## config.mk

```make
export PLATFORM = sky130hd
export DESIGN_NAME = debug_host
export DESIGN_NICKNAME = d
export VERILOG_FILES = /design/src/rtl/debug_pkg.sv /design/src/rtl/debug_clkgen.sv /design/src/rtl/debug_host.sv
export SDC_FILE = /design/constraint.sdc
export NUM_CORES = 1
export LEC_CHECK = 0
export ABC_CLOCK_PERIOD_IN_PS = 2450
export BUFFER_PORTS_ARGS = -buffer_cell sky130_fd_sc_hd__buf_2
export CORE_ASPECT_RATIO = 0.5
export CORE_UTILIZATION = 58
export DETAILED_ROUTE_END_ITERATION = 8
export PLACE_DENSITY = 0.89
export REMOVE_ABC_BUFFERS = 1
export SLEW_MARGIN = 10
export SYNTH_ARGS = -nofsm -noshare
export SYNTH_HDL_FRONTEND = slang
export SYNTH_SLANG_ARGS = --single-unit
```

## constraint.sdc

```tcl
create_clock -name clk -period 2.45 [get_ports clk]
set_input_delay 0.1225 -clock clk [delete_from_list [all_inputs] [get_ports clk]]
set_output_delay 0.1225 -clock clk [all_outputs]
set_load 0.05 [all_outputs]
```

## src/rtl/debug_pkg.sv

```systemverilog
// Shared constants, state encoding and reply helper for the debug serial link host.
package debug_pkg;

  localparam logic [7:0] CmdNop    = 8'h00;
  localparam logic [7:0] CmdLEDOff = 8'h80;
  localparam logic [7:0] CmdLEDOn  = 8'h81;
  localparam logic [7:0] RespSync  = 8'h01;

  typedef enum logic [1:0] {
    IDLE = 2'd0,
    SEND = 2'd1,
    HUNT = 2'd2,
    DONE = 2'd3
  } state_e;

  // Two-byte word the target returns for a given command: sync byte then echo.
  function automatic logic [15:0] reply_word(input logic [7:0] cmd);
    return {RespSync, cmd};
  endfunction

endpackage

```

## src/rtl/debug_clkgen.sv

```systemverilog
// Serial clock divider: toggles sclk every ClkDiv cycles while enabled and
// strobes rise_tick / fall_tick in the cycle whose edge makes that toggle.
module debug_clkgen
  import debug_pkg::*;
#(
  parameter int ClkDiv = 4
) (
  input  logic clk,
  input  logic rst_n,
  input  logic en,
  output logic sclk,
  output logic rise_tick,
  output logic fall_tick
);

  localparam int DivW = (ClkDiv > 2) ? $clog2(ClkDiv) : 1;
  localparam logic [DivW-1:0] DivLast = DivW'(ClkDiv - 1);

  logic [DivW-1:0] div_q, div_d;
  logic            sclk_q, sclk_d;
  logic            wrap_s;

  // Divider next state; disabling parks the clock low and the counter at zero.
  always_comb begin
    div_d     = div_q;
    sclk_d    = sclk_q;
    wrap_s    = en && (div_q == DivLast);
    rise_tick = wrap_s && !sclk_q;
    fall_tick = wrap_s && sclk_q;
    if (!en) begin
      div_d  = {DivW{1'b0}};
      sclk_d = 1'b0;
    end else if (wrap_s) begin
      div_d  = {DivW{1'b0}};
      sclk_d = !sclk_q;
    end else begin
      div_d  = div_q + DivW'(1);
      sclk_d = sclk_q;
    end
  end

  // Divider and serial clock flops.
  always_ff @(posedge clk or negedge rst_n) begin
    if (!rst_n) begin
      div_q  <= {DivW{1'b0}};
      sclk_q <= 1'b0;
    end else begin
      div_q  <= div_d;
      sclk_q <= sclk_d;
    end
  end

  assign sclk = sclk_q;

endmodule

```

## src/rtl/debug_host.sv

```systemverilog
// Host-side initiator for the debug serial link: shifts a command byte out MSB
// first, then hunts the returned stream for the sync byte plus echoed command.
module debug_host
  import debug_pkg::*;
#(
  parameter int ClkDiv      = 4,
  parameter int TimeoutBits = 64
) (
  input  logic       clk,
  input  logic       rst_n,
  input  logic       cmd_valid,
  output logic       cmd_ready,
  input  logic [7:0] cmd_data,
  output logic       cmd_err,
  output logic       resp_valid,
  output logic [7:0] resp_data,
  output logic       resp_timeout,
  output logic       debug_clk,
  output logic       debug_cs,
  output logic       debug_di,
  input  logic       debug_do
);

  localparam int BitW = $clog2(TimeoutBits + 1);
  localparam int GapW = $clog2(2 * ClkDiv);
  localparam logic [BitW-1:0] BitSend    = BitW'(8);
  localparam logic [BitW-1:0] BitTimeout = BitW'(TimeoutBits);
  localparam logic [GapW-1:0] GapLast    = GapW'(2 * ClkDiv - 1);

  state_e          state_q, state_d;
  logic [7:0]      cmd_q, cmd_d;
  logic [7:0]      tx_q, tx_d;
  logic [15:0]     sr_q, sr_d;
  logic [BitW-1:0] bit_cnt_q, bit_cnt_d;
  logic [GapW-1:0] gap_q, gap_d;
  logic            cs_q, cs_d;
  logic            di_q, di_d;
  logic            cmd_err_q, cmd_err_d;
  logic            resp_valid_q, resp_valid_d;
  logic            resp_timeout_q, resp_timeout_d;
  logic [7:0]      resp_data_q, resp_data_d;

  logic            en_s;
  logic            rise_tick_s;
  logic            fall_tick_s;
  logic [15:0]     sr_next_s;
  logic [BitW-1:0] bit_inc_s;

  assign en_s = (state_q == SEND) || (state_q == HUNT);

  debug_clkgen #(
    .ClkDiv(ClkDiv)
  ) u_clkgen (
    .clk      (clk),
    .rst_n    (rst_n),
    .en       (en_s),
    .sclk     (debug_clk),
    .rise_tick(rise_tick_s),
    .fall_tick(fall_tick_s)
  );

  // Transfer sequencing: accept, shift out, hunt for the reply, then a quiet gap.
  always_comb begin
    state_d        = state_q;
    cmd_d          = cmd_q;
    tx_d           = tx_q;
    sr_d           = sr_q;
    bit_cnt_d      = bit_cnt_q;
    gap_d          = gap_q;
    cs_d           = cs_q;
    di_d           = di_q;
    resp_data_d    = resp_data_q;
    cmd_err_d      = 1'b0;
    resp_valid_d   = 1'b0;
    resp_timeout_d = 1'b0;
    sr_next_s      = {sr_q[14:0], debug_do};
    bit_inc_s      = (bit_cnt_q == BitTimeout) ? bit_cnt_q : bit_cnt_q + BitW'(1);

    case (state_q)
      IDLE: begin
        cs_d  = 1'b0;
        di_d  = 1'b0;
        gap_d = {GapW{1'b0}};
        if (cmd_valid) begin
          if (cmd_data[7]) begin
            cmd_d     = cmd_data;
            tx_d      = cmd_data;
            di_d      = cmd_data[7];
            cs_d      = 1'b1;
            bit_cnt_d = {BitW{1'b0}};
            state_d   = SEND;
          end else begin
            cmd_err_d = 1'b1;
          end
        end else begin
          state_d = IDLE;
        end
      end

      SEND: begin
        // Rising edges are counted so the eighth falling tick ends the byte.
        if (rise_tick_s) begin
          bit_cnt_d = bit_inc_s;
        end else begin
          bit_cnt_d = bit_cnt_q;
        end
        if (fall_tick_s) begin
          if (bit_cnt_q == BitSend) begin
            state_d   = HUNT;
            di_d      = 1'b0;
            sr_d      = 16'h0000;
            bit_cnt_d = {BitW{1'b0}};
          end else begin
            tx_d = {tx_q[6:0], 1'b0};
            di_d = tx_q[6];
          end
        end else begin
          di_d = di_q;
        end
      end

      HUNT: begin
        // Periods are counted on rises; each falling tick samples one reply bit.
        if (rise_tick_s) begin
          bit_cnt_d = bit_inc_s;
        end else begin
          bit_cnt_d = bit_cnt_q;
        end
        if (fall_tick_s) begin
          sr_d = sr_next_s;
          if (sr_next_s == reply_word(cmd_q)) begin
            resp_data_d  = cmd_q;
            resp_valid_d = 1'b1;
            cs_d         = 1'b0;
            state_d      = DONE;
          end else if (bit_cnt_q == BitTimeout) begin
            resp_timeout_d = 1'b1;
            cs_d           = 1'b0;
            state_d        = DONE;
          end else begin
            state_d = HUNT;
          end
        end else begin
          state_d = HUNT;
        end
      end

      DONE: begin
        cs_d = 1'b0;
        di_d = 1'b0;
        if (gap_q == GapLast) begin
          gap_d   = {GapW{1'b0}};
          state_d = IDLE;
        end else begin
          gap_d = gap_q + GapW'(1);
        end
      end

      default: begin
        state_d = IDLE;
        cs_d    = 1'b0;
        di_d    = 1'b0;
      end
    endcase
  end

  // All transfer state and registered outputs.
  always_ff @(posedge clk or negedge rst_n) begin
    if (!rst_n) begin
      state_q        <= IDLE;
      cmd_q          <= CmdNop;
      tx_q           <= CmdNop;
      sr_q           <= 16'h0000;
      bit_cnt_q      <= {BitW{1'b0}};
      gap_q          <= {GapW{1'b0}};
      cs_q           <= 1'b0;
      di_q           <= 1'b0;
      cmd_err_q      <= 1'b0;
      resp_valid_q   <= 1'b0;
      resp_timeout_q <= 1'b0;
      resp_data_q    <= 8'h00;
    end else begin
      state_q        <= state_d;
      cmd_q          <= cmd_d;
      tx_q           <= tx_d;
      sr_q           <= sr_d;
      bit_cnt_q      <= bit_cnt_d;
      gap_q          <= gap_d;
      cs_q           <= cs_d;
      di_q           <= di_d;
      cmd_err_q      <= cmd_err_d;
      resp_valid_q   <= resp_valid_d;
      resp_timeout_q <= resp_timeout_d;
      resp_data_q    <= resp_data_d;
    end
  end

  assign cmd_ready    = (state_q == IDLE);
  assign cmd_err      = cmd_err_q;
  assign resp_valid   = resp_valid_q;
  assign resp_timeout = resp_timeout_q;
  assign resp_data    = resp_data_q;
  assign debug_cs     = cs_q;
  assign debug_di     = di_q;

endmodule

```

Word-level counts from Yosys, hierarchy flattened
Index checks and enable logic that the tools add are counted.
- reduce and logical (&&, ||, !) cells: 20
- equality and inequality tests: 18
- add/sub/neg operators: 3
- mux-type cells: 50
- operator list (kind ; number):
    $mux 7 ; 10
    $mux 15 ; 3
    $pmux 15 s2 ; 1
    $mux 1 ; 21
    $pmux 7 s3 ; 1
    $eq 16x9->1 ; 1
    $mux 2 ; 8
    $pmux 7 s2 ; 1
    $ne 2x2->1 const B ; 6
    $reduce_and 3->1 ; 4
    $reduce_bool 3->1 ; 3
    $pmux 2 s4 ; 1
    $reduce_and 4->1 ; 2
    $add 7x1->7 const B ; 1
    $eq 7x4->1 const B ; 1
    $eq 7x7->1 const B ; 1
    $eq 2x2->1 const B ; 3
    $pmux 1 s3 ; 2
    $pmux 3 s2 ; 1
    $reduce_bool 2->1 ; 3
    $reduce_and 5->1 ; 1
    $ne 2x1->1 const B ; 2
    $add 3x1->3 const B ; 1
    $eq 3x3->1 const B ; 1
    10 further kinds ; 12
- logic and storage cells: 105
- register bits after elaboration: 58
- output and inout port bits: 15

Logic depth before layout (Yosys ltp)
- depth after elaboration: 8
- depth in mapped cells: 9
- mapped depth without buffers: 7

Modules after synthesis
From an unflattened synthesis, not the netlist that was laid out.
- cells, all modules: 245
- area total of the unflattened synthesis: 2776.4 um^2
- modules (own cells, without submodules) (module ; area each (um^2) ; seq. area each (um^2) ; cells each ; instances):
    debug_host ; 2641.3 ; 1376.3 ; 234 ; 1
    debug_clkgen ; 135.1 ; 75.1 ; 11 ; 1

Least setup slack after synthesis
Ideal clock, no wire load.
- path kind: reg-to-reg
- start: register state_q[0]
- end: register tx_q[3]
- stages on the path, launching flop included: 10
- data required time: 2.373 ns
- arrival time: 2.091 ns
- buffers on the path: 2
- slack: 0.281 ns
- library setup time: 0.077 ns
- path through: dfrtp_1 inv_1 ha_1 clkbuf_1 nor2_1 a21o_1 a21oi_1 clkbuf_1 nor2_1 a21oi_1
- RTL lines (what ; RTL line ; text):
    start: declaration ; debug_host.sv:30 ; state_e state_q, state_d;
    start signal: assignment ; debug_host.sv:183 ; state_q <= state_d;
    $logic_not 2->1 (*) ; -- ;
    net cmd_ready ; debug_host.sv:12 ; output logic cmd_ready,
    $ne 2x1->1 (no line) (tied with other cells) ; -- ;
    $reduce_and 5->1 (no line) ; -- ;
    end signal: assignment ; debug_host.sv:172 ; tx_q <= CmdNop;
    end signal: assignment ; debug_host.sv:185 ; tx_q <= tx_d;
    end: declaration ; debug_host.sv:32 ; logic [7:0] tx_q, tx_d;
Mark *: on every way through the listed nets, which the timed path passes. The rest lies on a longest branch.
A chain may end at the register's enable or synchronous reset.

Worst setup path after layout
- start: register sr_q[6]
- end: register resp_data_q[1], in the netlist resp_data[1]
- longest elaborated chain between the ends: 2
- ends and longest elaborated chain (what ; RTL line ; text):
    start: declaration ; debug_host.sv:33 ; logic [15:0] sr_q, sr_d;
    start signal: assignment ; debug_host.sv:186 ; sr_q <= sr_d;
    $eq 16x9->1 ; debug_host.sv:131 ; if (sr_next_s == reply_word(cmd_q)) begin
    $reduce_and 3->1 (no line) ; -- ;
    end signal: assignment ; debug_host.sv:194 ; resp_data_q <= resp_data_d;
    end: declaration ; debug_host.sv:41 ; logic [7:0] resp_data_q, resp_data_d;
Every way passes these cells.

==> flow_summary.yaml <==
floorplanning:
  start_util_pct: 61.6
  core_area_sq_um: 4470
  rows: 17
  die_x_microns: 99.4
  die_area_sq_um: 5040
  ios: 27
  die_y_microns: 50.7
critical_path:
  crit_type: "register to register"
  cp.required_ns: 2.67
  cp-end-kind: "register"
  crit_buf_inv: 0
  critPathTopFamily: "simple AND/OR/NAND/NOR gates"
  cp.arrival_ns: 2.55
  slowest_stage: "nor4_4"
  path_cells: "xor2_1, or4_1, nor4_4, mux2_2"
  critPathMaxFanout: 8
  max_stage_delay_ns: 0.62
  cp-start-kind: "register"
run:
  drv_cap: 0
global_route:
  grt_max_degree: 35
  grt_pass1_wl_microns: 10200
  grt.total_usage_pct: 27.2
  overflow: 0
  grt_pass1_vias: 2124
  antenna_found_initial: 0
min_path:
  min_path_type: "input port to register"
clock_network:
  cts_num_sinks: 58
  tritoncts: "built"
  clk_pin_slew_ns: 0.07
  numCtsBuffers: 9
  clockBufferDepth: 2
  cts_root_buffer: "clkbuf_8"
  h-tree-depth: 3
  postCtsSetupRepairBufs: 0
  clock_latency_ns: 0.34
pwr:
  power.total_w: 0.00186
  seqPwrFrac_pct: 52.4
  p_switching_w: 0.000417
  swShare_pct: 22.4
  pwr-share-comb_pct: 3.1
  pwr-share-clk_pct: 44.5
  leakagePower_nw: 1.55
  ir_worst_vdd_v: 0.000287
  power_density_nw_per_um2: 590
  p_int_w: 0.00145
synthesis:
  synthFlopType: "dfrtp_1"
  syn_area_sq_um: 2750
  synth.distinct_cells: 37
  ys_async_sr_fraction_pct: 100
  yosysWarnings: 0
  netlist_instances: 248
  ys_ff_latch: 58
  avgSynthCellArea_sq_um: 11.1
  yosysSeqAreaShare_pct: 52.7
  synth_edf_count: 0
sta:
  finalCriticalPeriod_ns: 2.33
  clock_skew_ns: 0.00708
  setup_viol: 0
  hold_viol_final: 0
  maxSlewHeadroom_pct: 59.6
  fmax_mhz: 428
  finalSetupTns_ns: 0
  final_max_slew_viol_count: 0
  rsz0062_at_grt: "no"
  fin_crit_sh_pct: 95.3
  tightest_slew_ns: 0.601
final_layout:
  layout_common_cells: "58 x dfrtp_1, 26 x buf_2, 21 x nand2_1"
  layout-area-overhead-vs-synth_pct: 14.7
  nNetsFinal: 303
  fill_cells: 292
  drive_gt1_share_pct: 22.7
  diodes: 0
  mostFrequentLayoutCell: "dfrtp_1"
route:
  ant_nets: 0
  remaining_drc_errors: 0
  routed_via_density: 6.20
  first_pass_iters: 4
  via_count: 2127
  wl_microns: 5920
  wl_per_cell_microns: 17.3
  drt-initial-drc-count: 143
outcome:
  status: "finished, final reports clean"
placement:
  gp_congestion: 0.827
  portBuffers: 26
  dpl.hpwl_microns: 4010
==> timing repair <==
| item | CTS | global route |
|---|---|---|
| gates resized for setup | 0 | 1 |
| endpoints found under the hold margin | 25 | 0 |
| hold buffers | 2 | 0 |
| endpoints found under the setup margin | 0 | 15 |
==> worst paths after layout <==
| check | from | end | slack, ns | cells past startpoint |
|---|---|---|---|---|
| worst min-delay path | cmd_data[4] | cmd_q[4]$_DFFE_PN0P_ | 0.04 | 2 |
| min in group asynchronous | rst_n | tx_q[3]$_DFFE_PN0P_ | 0.33 | 2 |
| worst min register to register | u_clkgen.div_q[0]$_DFF_PN0_ | u_clkgen.div_q[0]$_DFF_PN0_ | 0.45 | 1 |
| worst max-delay path | sr_q[6]$_DFFE_PN0P_ | resp_data[1]$_DFFE_PN0P_ | 0.12 | 4 |
| max in group asynchronous | rst_n | bit_cnt_q[2]$_DFFE_PN0P_ | 1.29 | 3 |
| worst max register to register | sr_q[6]$_DFFE_PN0P_ | resp_data[1]$_DFFE_PN0P_ | 0.12 | 4 |
==> per-layer routing <==
metal  part of all wire (%)  GRT usage [%]  up-vias
met4                    2.2           12.3        0
li1                       -              -      974
met1                     45           33.2     1069
met3                    4.5           9.75       16
met2                     49           43.9       68
met5                      0              0        -
==> state kept, by name, indices dropped and copies added (netlist names) <==
name and count:
bit_cnt_q 7, cmd_q 8, debug_cs 1, cmd_err 1, state_q 2, u_clkgen.sclk 1, resp_timeout 1, gap_q 3
resp_valid 1, u_clkgen.div_q 2, tx_q 7, sr_q 15, debug_di 1, resp_data 8
==> metrics by stage <==
step	hold WS, ns	setup slack, ns	util, %	area [sq um]	std cells
finish	0.0398	0.116	70.7	3160	343
global route	0.0195	0.0104	70.7	3160	343
CTS	0.0279	0.0864	70.6	3150	343
detailed placement	0.125	0.170	66.1	2950	326
global placement	0.117	0.234	66.1	2950	326
floorplan	-0.173	0.200	-	2710	238
==> cell type report <==
| class | count | area, sq um | area share (%) |
|---|---|---|---|
| repair buffers | 33 | 188 | 5.94 |
| well taps | 57 | 71.3 | 2.26 |
| clock buffers | 9 | 124 | 3.92 |
| flip-flops and latches | 58 | 1450 | 46.0 |
| inverters | 7 | 26.3 | 0.832 |
| multi-input cells | 173 | 1240 | 39.2 |
| clock inverters | 6 | 58.8 | 1.86 |
==> cell families after synthesis <==
| logic type | Yosys count | synth area share, % |
|---|---|---|
| AND/OR/NAND/NOR | 72 | 14.5 |
| AO/OA/AOI/OAI | 61 | 14.7 |
| flip-flops | 58 | 52.7 |
| multiplexers | 22 | 8.68 |
| buffers and inverters | 17 | 2.41 |
| XOR/XNOR | 9 | 2.86 |
| adder cells (fa/ha/maj) | 9 | 4.09 |
==> cell usage after synthesis (all sizes together) (9+ instances only) <==
| master | n | area, sq um |
|---|---|---|
| a21oi | 15 | 75.1 |
| a22o | 16 | 140 |
| dfrtp | 58 | 1450 |
| ha | 9 | 113 |
| mux2 | 15 | 169 |
| nand2 | 21 | 78.8 |
| nor2 | 11 | 41.3 |
| o21ai | 17 | 85.1 |
| xor2 | 9 | 78.8 |
==> power by group through the flow <==
stage	Sequential (W)	Clock [W]	Combinational (W)
finish	0.000978	0.000830	0.0000569
global route	0.000979	0.000882	0.0000658
CTS	0.000978	0.000837	0.0000575
detailed placement	0.000995	0	0.0000546
global placement	0.000994	0	0.0000519
floorplan	0.000993	0	0.0000193
(Power assumes the default switching activity.)
